--- src/rtl/instr_fetch.sv ---
// Instruction fetch stage: owns the PC, drives the ROM address and buffers fetched
// two-byte instructions in a small FIFO presented to the CPU over valid/ready.
module instr_fetch #(
    parameter int unsigned       ADDR_W   = 8,
    parameter int unsigned       DATA_W   = 8,
    parameter int unsigned       DEPTH    = 2,
    parameter logic [ADDR_W-1:0] RESET_PC = '0
) (
    input  logic              clk,
    input  logic              reset,
    output logic [ADDR_W-1:0] rom_address,
    input  logic [DATA_W-1:0] rom_data1,
    input  logic [DATA_W-1:0] rom_data2,
    input  logic              halt,
    input  logic              redirect_valid,
    input  logic [ADDR_W-1:0] redirect_pc,
    output logic              instr_valid,
    input  logic              instr_ready,
    output logic [DATA_W-1:0] instr_op1,
    output logic [DATA_W-1:0] instr_op2,
    output logic [ADDR_W-1:0] instr_pc
);

    localparam int unsigned PTR_W = (DEPTH > 1) ? $clog2(DEPTH) : 1;
    localparam int unsigned CNT_W = $clog2(DEPTH + 1);

    logic [ADDR_W-1:0] pc_q, pc_d;
    logic [PTR_W-1:0]  wptr_q, wptr_d;
    logic [PTR_W-1:0]  rptr_q, rptr_d;
    logic [CNT_W-1:0]  count_q, count_d;

    logic [DATA_W-1:0] op1_mem [DEPTH];
    logic [DATA_W-1:0] op2_mem [DEPTH];
    logic [ADDR_W-1:0] pc_mem  [DEPTH];

    logic push;
    logic pop;

    function automatic logic [PTR_W-1:0] ptr_inc(input logic [PTR_W-1:0] ptr);
        return (ptr == PTR_W'(DEPTH - 1)) ? '0 : ptr + PTR_W'(1);
    endfunction

    assign instr_valid = (count_q != '0);
    assign pop         = instr_valid & instr_ready;
    // A full FIFO still accepts a push when the head leaves in the same cycle.
    assign push        = !halt & !redirect_valid & ((count_q < CNT_W'(DEPTH)) | pop);

    assign rom_address = pc_q;
    assign instr_op1   = op1_mem[rptr_q];
    assign instr_op2   = op2_mem[rptr_q];
    assign instr_pc    = pc_mem[rptr_q];

    always_comb begin
        pc_d    = pc_q;
        wptr_d  = wptr_q;
        rptr_d  = rptr_q;
        count_d = count_q;
        if (redirect_valid) begin
            // Flush discards everything, including an entry popped this cycle.
            pc_d    = redirect_pc;
            wptr_d  = '0;
            rptr_d  = '0;
            count_d = '0;
        end else begin
            if (push) begin
                pc_d   = pc_q + ADDR_W'(2);
                wptr_d = ptr_inc(wptr_q);
            end
            if (pop) begin
                rptr_d = ptr_inc(rptr_q);
            end
            unique case ({push, pop})
                2'b10:   count_d = count_q + CNT_W'(1);
                2'b01:   count_d = count_q - CNT_W'(1);
                default: count_d = count_q;
            endcase
        end
    end

    always_ff @(posedge clk or negedge reset) begin
        if (!reset) begin
            pc_q    <= RESET_PC;
            wptr_q  <= '0;
            rptr_q  <= '0;
            count_q <= '0;
        end else begin
            pc_q    <= pc_d;
            wptr_q  <= wptr_d;
            rptr_q  <= rptr_d;
            count_q <= count_d;
        end
    end

    always_ff @(posedge clk or negedge reset) begin
        if (!reset) begin
            for (int i = 0; i < int'(DEPTH); i++) begin
                op1_mem[i] <= '0;
                op2_mem[i] <= '0;
                pc_mem[i]  <= '0;
            end
        end else if (push) begin
            op1_mem[wptr_q] <= rom_data1;
            op2_mem[wptr_q] <= rom_data2;
            pc_mem[wptr_q]  <= pc_q;
        end
    end

endmodule

--- config.mk ---
export PLATFORM = sky130hd
export DESIGN_NAME = instr_fetch
export DESIGN_NICKNAME = d
export VERILOG_FILES = /design/src/rtl/instr_fetch.sv
export SDC_FILE = /design/constraint.sdc
export NUM_CORES = 1
export LEC_CHECK = 0
export CORE_MARGIN = 4
export CORE_UTILIZATION = 45
export DETAILED_ROUTE_END_ITERATION = 10
export GPL_TIMING_DRIVEN = 0
export PLACE_DENSITY = 0.82
export RECOVER_POWER = 100
export SYNTH_ARGS = -nofsm -noshare
export SYNTH_HDL_FRONTEND = slang
export SYNTH_SLANG_ARGS = --single-unit
--- constraint.sdc ---
create_clock -name clk -period 2.05 [get_ports clk]
set_clock_uncertainty 0.1 [all_clocks]
set_input_delay 0.3075 -clock clk [delete_from_list [all_inputs] [get_ports clk]]
set_output_delay 0.3075 -clock clk [all_outputs]
set_load 0.02 [all_outputs]
Yosys cells after proc, flatten, opt, wreduce, memory -nomap -nowiden
Index checks and enable logic that the tools add are counted.
{"block": "word_totals", "regBits": 60, "word_cells": 58}
{"block": "classes", "magnitude_cmp": 4, "muxes": 24, "n_addsub": 5, "bitwise_logic": 6, "eq_ne": 2, "n_reduce_logical": 7}
{"cell": "$mux W8", "count": 12}
{"cell": "$bwmux W16", "count": 3}
{"cell": "$add A8 B2 Y8 const B", "count": 1}
{"cell": "$demux W8 S1", "count": 1}
{"cell": "$mux W1", "count": 6}
{"cell": "$reduce_bool A2 Y1", "count": 3}
{"cell": "$ge A2 B2 Y1 const B", "count": 2}
{"cell": "$not A1 Y2", "count": 2}
{"cell": "$pmux W2 S2", "count": 1}
{"cell": "$and A1 B1 Y1", "count": 3}
{"cell": "$reduce_bool A3 Y1", "count": 1}
{"cell": "$add A1 B1 Y1 const B", "count": 2}
{"cell": "$add A2 B1 Y2 const B", "count": 1}
{"cell": "$eq A2 B1 Y1 const B", "count": 1}
{"cell": "$eq A2 B2 Y1 const B", "count": 1}
{"cell": "$logic_not A1 Y1", "count": 2}
{"cell": "$lt A2 B1 Y1 const B", "count": 1}
{"cell": "$lt A2 B2 Y1 const B", "count": 1}
{"cell": "$mux W2", "count": 1}
{"cell": "$sub A2 B1 Y2 const B", "count": 1}
{"cell": "$logic_and A1 B1 Y1", "count": 1}
{"cell": "$or A1 B1 Y1", "count": 1}

Depth between registers and ports, before layout
Gate-level depths: netlist of the first run.
{"block": "logic_depth", "depth_word": 7, "mapped_depth": 5, "mapped_depth_nobuf": 5}

Worst setup path after synthesis of the first run
No wires, ideal clock.
{"block": "synth_path", "path_kind": "flip-flop to flip-flop", "startpoint": "register count_q[1]", "endpoint": "register op1_mem[0] (netlist name)", "n_path_buf": 2, "required_ps": 1825, "t_arrival_ps": 1546, "path_stages_with_launch": 6, "period_less_slack_ps": 1771, "slack_ps": 279, "path_cell_list": "dfrtp_1 -> nor2b_4 -> buf_6 -> nor4b_4 -> buf_6 -> mux2_2"}
{"block": "synth_via", "elab_chain_len": 4}
{"element": "from (decl)", "line": "30", "source": "logic [CNT_W-1:0] count_q, count_d;"}
{"element": "from (signal assigned)", "line": "90", "source": "count_q <= count_d;"}
{"element": "$reduce_bool A2 Y1", "line": "43", "source": "assign instr_valid = (count_q != '0);"}
{"element": "$and A1 B1 Y1", "line": "44", "source": "assign pop = instr_valid & instr_ready;"}
{"element": "$or A1 B1 Y1 (*)", "line": "46", "source": "assign push = !halt & !redirect_valid & ((count_q < CNT_W'(DEPTH)) | pop);"}
{"element": "$and A1 B1 Y1 (*)", "line": "46"}
{"element": "to (signal, indexed assignment)", "line": "102", "source": "op1_mem[wptr_q] <= rom_data1;"}
{"element": "to (decl)", "line": "32", "source": "logic [DATA_W-1:0] op1_mem [DEPTH];"}
Mark *: on every way between the ends. The rest lies on a longest branch, timed or not.
A chain may end at the register's enable or synchronous reset.

Final worst setup path of the first run
{"block": "layout_path", "startpoint": "register rptr_q", "endpoint": "output port instr_pc[2]"}
{"block": "layout_via", "elab_chain_len": 4}
{"element": "from (decl)", "line": "29", "source": "logic [PTR_W-1:0] rptr_q, rptr_d;"}
{"element": "from (signal assigned)", "line": "89", "source": "rptr_q <= rptr_d;"}
{"element": "$not A1 Y2 (not written as such)", "line": "51", "source": "assign instr_pc = pc_mem[rptr_q];"}
{"element": "$mux W8 (not written as such) (3 in a row)", "line": "51"}
{"element": "to (decl)", "line": "21", "source": "output logic [ADDR_W-1:0] instr_pc"}
Every way passes these cells. The select of a mux whose other input is x is not followed.

==> results of run 1 <==
area by class of cell:
type                    instances  area (um^2)  share of cell area
multi-input cells             122         1160               0.314
clock buffers                  11          131              0.0356
repair buffers                 67          611               0.166
inverters                       2         7.51             0.00204
plain buffers                  10         83.8              0.0227
clock inverters                 5          100              0.0271
flip-flops and latches         60         1500               0.407
well taps                      75         93.8              0.0254
kinds of logic after synthesis:
kind of cell,Yosys count,synth area share
buf+inv,13,0.0301
mux,74,0.303
fa+ha+maj,1,0.00456
compound gates,11,0.0251
xor+xnor,7,0.0224
flops,60,0.547
simple gates,29,0.0671
worst max-delay path by stage:
| stage | endpoint | slack, ns |
|---|---|---|
| floorplan | op1_mem[0] | 0.28 |
| global placement | op2_mem[6] | -1.31 |
| detailed placement | instr_pc[2] | -0.29 |
| CTS | instr_valid | 0.002 |
| global route | instr_pc[2] | -0.01 |
| finish | instr_pc[2] | 0.05 |
synthesized netlist by cell type, drive strengths merged, types with 3 or more instances:
| master | n | area share |
|---|---|---|
| dfrtp | 60 | 0.55 |
| nand2 | 8 | 0.011 |
| mux2 | 73 | 0.30 |
| o21ai | 6 | 0.011 |
| xnor2 | 6 | 0.019 |
| buf | 8 | 0.023 |
| nor2b | 3 | 0.0096 |
| clkbuf | 3 | 0.0041 |
| nor2 | 6 | 0.0082 |
| nand3 | 3 | 0.0055 |
power by group through the flow:
stage | Sequential [W] | Combinational [W] | Clock (W)
finish | 0.00167 | 0.00109 | 0.00124
global route | 0.00171 | 0.00119 | 0.00134
CTS | 0.00167 | 0.00112 | 0.00128
detailed placement | 0.00169 | 0.00121 | 0
global placement | 0.00167 | 0.00119 | 0
floorplan | 0.00165 | 0.000734 | 0
per-layer routing:
| layer | vias to the layer above | global-route usage |
|---|---|---|
| li1 | 844 | - |
| met1 | 891 | 0.207 |
| met2 | 41 | 0.263 |
| met3 | 9 | 0.0403 |
| met4 | 0 | 0.0734 |
| met5 | - | 0 |
state kept, by name, indices dropped and copies added, names as in the netlist:
register,flops
op2_mem,16
pc_mem,16
op1_mem,16
rptr_q,1
rom_address,8
count_q,2
wptr_q,1
metrics by stage:
stage,cells,hold slack (ns)
after global placement,330,0.362
after detailed placement,331,0.297
after global routing,352,0.320
final,352,0.283
after floorplan,195,-0.0881
after CTS,349,0.272
repair_timing:
action | CTS | global route
endpoints found under the setup margin | 24 | 25
hold buffers | 1 | 0
pin swaps | 0 | 2
hold endpoints to repair | 30 | 0
gates cloned | 0 | 0
setup buffers | 2 | 3
gates resized for setup | 29 | 1
==> results.ini, run 1 <==
[logic_synthesis]
synth_fp_nets=225
synth-edff-count=0
synth_ff_type=dfrtp_1
netlist_area_um2=2740
postSynthRegisterBits=60
ys_async_sr_fraction=1.00
synth_cell_type_count=29
syn_inst=195
ys_warn_count=0
synth_area_per_cell_um2=14.1
ys_seq_area_frac=0.547

[sta]
hold_viol=0
worst_slack_ns=0.0511
post-route-period-util=0.975
tightest_slew_ns=0.733
setup_tns_ns=0
maxSlewViolCount=0
min_period_ns=2.00
slew_headroom=0.511
setup-violations-final=0
fmax_mhz=500
rsz0062_at_grt=yes

[min_path]
min_path_type=primary input to register
hold_depth=2
hold_end=count_q[0]
hold_path_startpoint=halt

[global_route]
first_global_vias=1942
grt-ovfl-total=0
grt_util_all_layers=0.163
grt_pass1_wl_mm=9.27
grt_start_max_net_pins=32
antenna_found_initial=0

[pwr]
clockPowerShare=0.310
ir_drop_mv=0.562
powerDensity_nw_per_um2=1090
p_total_w=0.00400
pwr-share-seq=0.417
p_leak_nw=1.58
netSwitchingPower_w=0.00110
internal-power_w=0.00291
switching_share=0.274
p_comb_frac=0.273

[setup_path]
path_max_fanout=10
path_cells=buf_6, mux2_2, dlygate4sd2_1
crit_type=register to primary output
path_delay_family=buffers and inverters
critPathBufInv=2
endpoint_kind=primary output
r2r_end=pc_mem[5]
arrival_ns=1.59
cp_num_cells=3
r2r-start=count_q[1]
worstRegToRegCells=5
required_ns=1.64
r2r_setup_slack_ns=0.19
cp_slowest_cell=dfrtp_2
cp-start-kind=register
crit_start=rptr_q
slowest_delay_ns=0.42

[die]
die_x_um=86.1
core_um2=5920
initial_core_util=0.463
ioPinCount=62
die_h_um=86.1
num_rows=28
design.die.area_um2=7410

[routing]
drt_wl_total_mm=5.42
antenna_left=0
top_layer_used=met4
vias_per_cell=5.07
drc=0
met1_length_mm=2.42
vias=1785
wl_met3_um=250
first_iter_violations=47
first_pass_iters=4
wl_per_cell_um=15.4
routed-wl-met2_mm=2.66

[finish]
nets=302
final_core_util=0.623
n_antenna_cell=0
final_area_um2=3690
final_common_cell=mux2_2
mostFrequentLayoutCells=mux2_2 (71), dfrtp_1 (59), clkdlybuf4s50_1 (31), dlygate4sd2_1 (24), clkbuf_8 (9)
area_growth_pct=34.5
layout-drive-gt1-share=0.375
fillCellCount=495

[clocking]
clk_latency_ns=0.33
cts_made_buffers=9
clkTransAtPathRegs_ns=0.06
cts_htree_levels=3
cts_buffer_depth=2
cts_root_buf=clkbuf_8
cts_num_sinks=60
cts_tree=yes

[place]
place_congestion=0.733
place_ws_ns=-0.292
port_buffers=60
dp_hpwl_mm=3.80
dpl_cell_area_um2=3450

[outcome]
status=finished, final reports clean

[flow_run]
drv_cap=0

No activity file was read; power rests on OpenSTA's default activity.
==> inputs of run 2 (changes only) <==
- PLACE_DENSITY: 0.82 -> unset
- PLACE_DENSITY_LB_ADDON: unset -> 0.08
==> run 2 against run 1 <==
Effect of this change:
- power fell by 1.7%
- worst hold slack improved by 0.0093 ns
- maximum frequency barely moved
- sequential cell count did not move
- non-clock buffer count fell by 1
==> results.ini, run 2 (same netlist as run 1, synthesis figures left out) <==
[die]
initial_core_util=0.463  ; unchanged
num_rows=28  ; unchanged
ioPinCount=62  ; unchanged
die_x_um=86.1  ; unchanged
design.die.area_um2=7410  ; unchanged
core_um2=5920  ; unchanged
die_h_um=86.1  ; unchanged

[finish]
n_antenna_cell=0  ; unchanged
fillCellCount=522  ; was 495
layout-drive-gt1-share=0.366  ; was 0.375
final_common_cell=mux2_2  ; unchanged
top_regs=op1_mem (16), op2_mem (16), pc_mem (16)  ; unchanged
nets=301  ; was 302
area_growth_pct=33.9  ; was 34.5%
mostFrequentLayoutCells=mux2_2 (69), dfrtp_1 (59), clkdlybuf4s50_1 (26), dlygate4sd2_1 (24), clkbuf_8 (10)  ; was mux2_2 (71), dfrtp_1 (59), clkdlybuf4s50_1 (31), dlygate4sd2_1 (24), clkbuf_8 (9)

[sta]
post-route-period-util=0.975  ; about the same
maxSlewViolCount=0  ; unchanged
tightest_slew_ns=1.31  ; was 0.733 ns
worst_slack_ns=0.0511  ; about the same
setup_tns_ns=0  ; unchanged
hold_viol=0  ; unchanged
setup-violations-final=0  ; unchanged
slew_headroom=0.125  ; was 0.511
fmax_mhz=500  ; about the same
min_period_ns=2.00  ; about the same
rsz0062_at_grt=yes  ; unchanged

[global_route]
antenna_found_initial=0  ; unchanged
grtUsageMet3=0.0490  ; was 0.0403
busiest_layer=met2  ; unchanged
grt-ovfl-total=0  ; unchanged
grt_use_met1=0.224  ; was 0.207
grt_start_max_net_pins=40  ; was 32
first_global_vias=1906  ; was 1942
met2_usage=0.270  ; was 0.263
grt_util_all_layers=0.170  ; was 0.163
grt_pass1_wl_mm=9.68  ; was 9.27 mm

[setup_path]
arrival_ns=1.59  ; about the same
endpoint_kind=primary output  ; unchanged
path_max_fanout=10  ; unchanged
cp-start-kind=register  ; unchanged
crit_type=register to primary output  ; unchanged
required_ns=1.64  ; about the same

[clocking]
clk_latency_ns=0.34  ; was 0.33 ns
cts_made_buffers=9  ; unchanged
cts_buffer_depth=2  ; unchanged
cts_htree_levels=3  ; unchanged
clkTransAtPathRegs_ns=0.06  ; about the same
cts_tree=yes  ; unchanged
cts_num_sinks=60  ; unchanged
cts_root_buf=clkbuf_8  ; unchanged

[routing]
first_pass_iters=4  ; unchanged
vias_per_cell=5.15  ; was 5.07
vias=1809  ; was 1785
wl_per_cell_um=16.2  ; was 15.4 um
drc=0  ; unchanged
antenna_left=0  ; unchanged
first_iter_violations=56  ; was 47
drt_wl_total_mm=5.69  ; was 5.42 mm

[place]
port_buffers=60  ; unchanged
place_congestion=0.685  ; was 0.733
dp_hpwl_mm=3.93  ; was 3.80 mm
place_ws_ns=-0.273  ; was -0.292 ns

[pwr]
ir_drop_mv=0.621  ; was 0.562 mV
p_leak_nw=1.58  ; about the same
powerDensity_nw_per_um2=1070  ; was 1090 nW/um^2

[outcome]
status=finished, final reports clean  ; unchanged

[min_path]
min_path_type=primary input to register  ; unchanged

[flow_run]
drv_cap=0  ; unchanged

==> run 2: cell types whose count changed in the layout (fill, tap and decap cells not counted), sizes merged <==
cell / delta
dlygate4sd3: +5
clkdlybuf4s50: -5
bufinv: -1
clkbuf: -1
clkinv: +1
==> run 2: where the power goes <==
group	switching, W	leakage, nW	total (W)	internal (W)
clock	0.000459	0.113	0.00117	0.000712
combinational	0.000494	0.741	0.00109	0.000599
sequential	0.000174	0.724	0.00167	0.00150
==> run 2: path summary, 6_finish.rpt <==
| check | slack, ns | endpoint | cells past startpoint | startpoint |
|---|---|---|---|---|
| hold / removal | 0.29 | count_q[0] | 2 | halt |
| setup / recovery | 0.05 | instr_pc[2] | 3 | rptr_q |
| max in group asynchronous | 0.32 | rptr_q | 3 | reset |
| min in group asynchronous | 0.68 | rom_address[5] | 2 | reset |
| setup reg to reg | 0.11 | op2_mem[15] | 5 | count_q[1] |
| hold reg to reg | 0.40 | pc_mem[0] | 1 | pc_mem[0] |
==> run 2: worst max-delay path, stage by stage (launching register included) <==
cell and delay (ns):
dfrtp_2 0.41, buf_6 0.18, mux2_2 0.36, dlygate4sd2_1 0.32
==> run 2: cell type report <==
| class | instances | area, um^2 | share of cell area |
|---|---|---|---|
| inverters | 2 | 7.51 | 0.00204 |
| well taps | 75 | 93.8 | 0.0256 |
| clock inverters | 5 | 75.1 | 0.0204 |
| plain buffers | 10 | 78.8 | 0.0215 |
| flip-flops and latches | 60 | 1500 | 0.409 |
| multi-input cells | 122 | 1160 | 0.316 |
| repair buffers | 66 | 614 | 0.167 |
| clock buffers | 11 | 141 | 0.0385 |
==> run 2: what timing repair did <==
item / CTS / global route
setup buffers: 2 / 2
hold endpoints to repair: 21 / 0
setup endpoints to repair: 24 / 22
resized for setup: 29 / 1
pin swaps: 0 / 1
hold buffers: 1 / 0
==> run 2: metal layers <==
| metal | wire, um | part of all wire |
|---|---|---|
| met1 | 2520 | 0.44 |
| met2 | 2870 | 0.50 |
| met3 | 257 | 0.045 |
| met4 | 42 | 0.0074 |
| met5 | 0 | 0 |
==> run 2: metrics by stage <==
stage / hold slack [ns] / cells / util / power [W] / cell area [um^2]
after floorplan: -0.0881 / 195 / - / 0.00239 / 2740
after global routing: 0.312 / 351 / 0.620 / 0.00416 / 3670
final: 0.292 / 351 / 0.620 / 0.00393 / 3670
after global placement: 0.361 / 330 / 0.581 / 0.00287 / 3440
after detailed placement: 0.222 / 331 / 0.583 / 0.00291 / 3450
after CTS: 0.282 / 349 / 0.620 / 0.00400 / 3670
==> inputs of run 3 (changes only) <==
- CAP_MARGIN: unset -> 10
==> results of run 3 <==
Same layout as run 2: the final DEF is identical, and so are final timing and power.
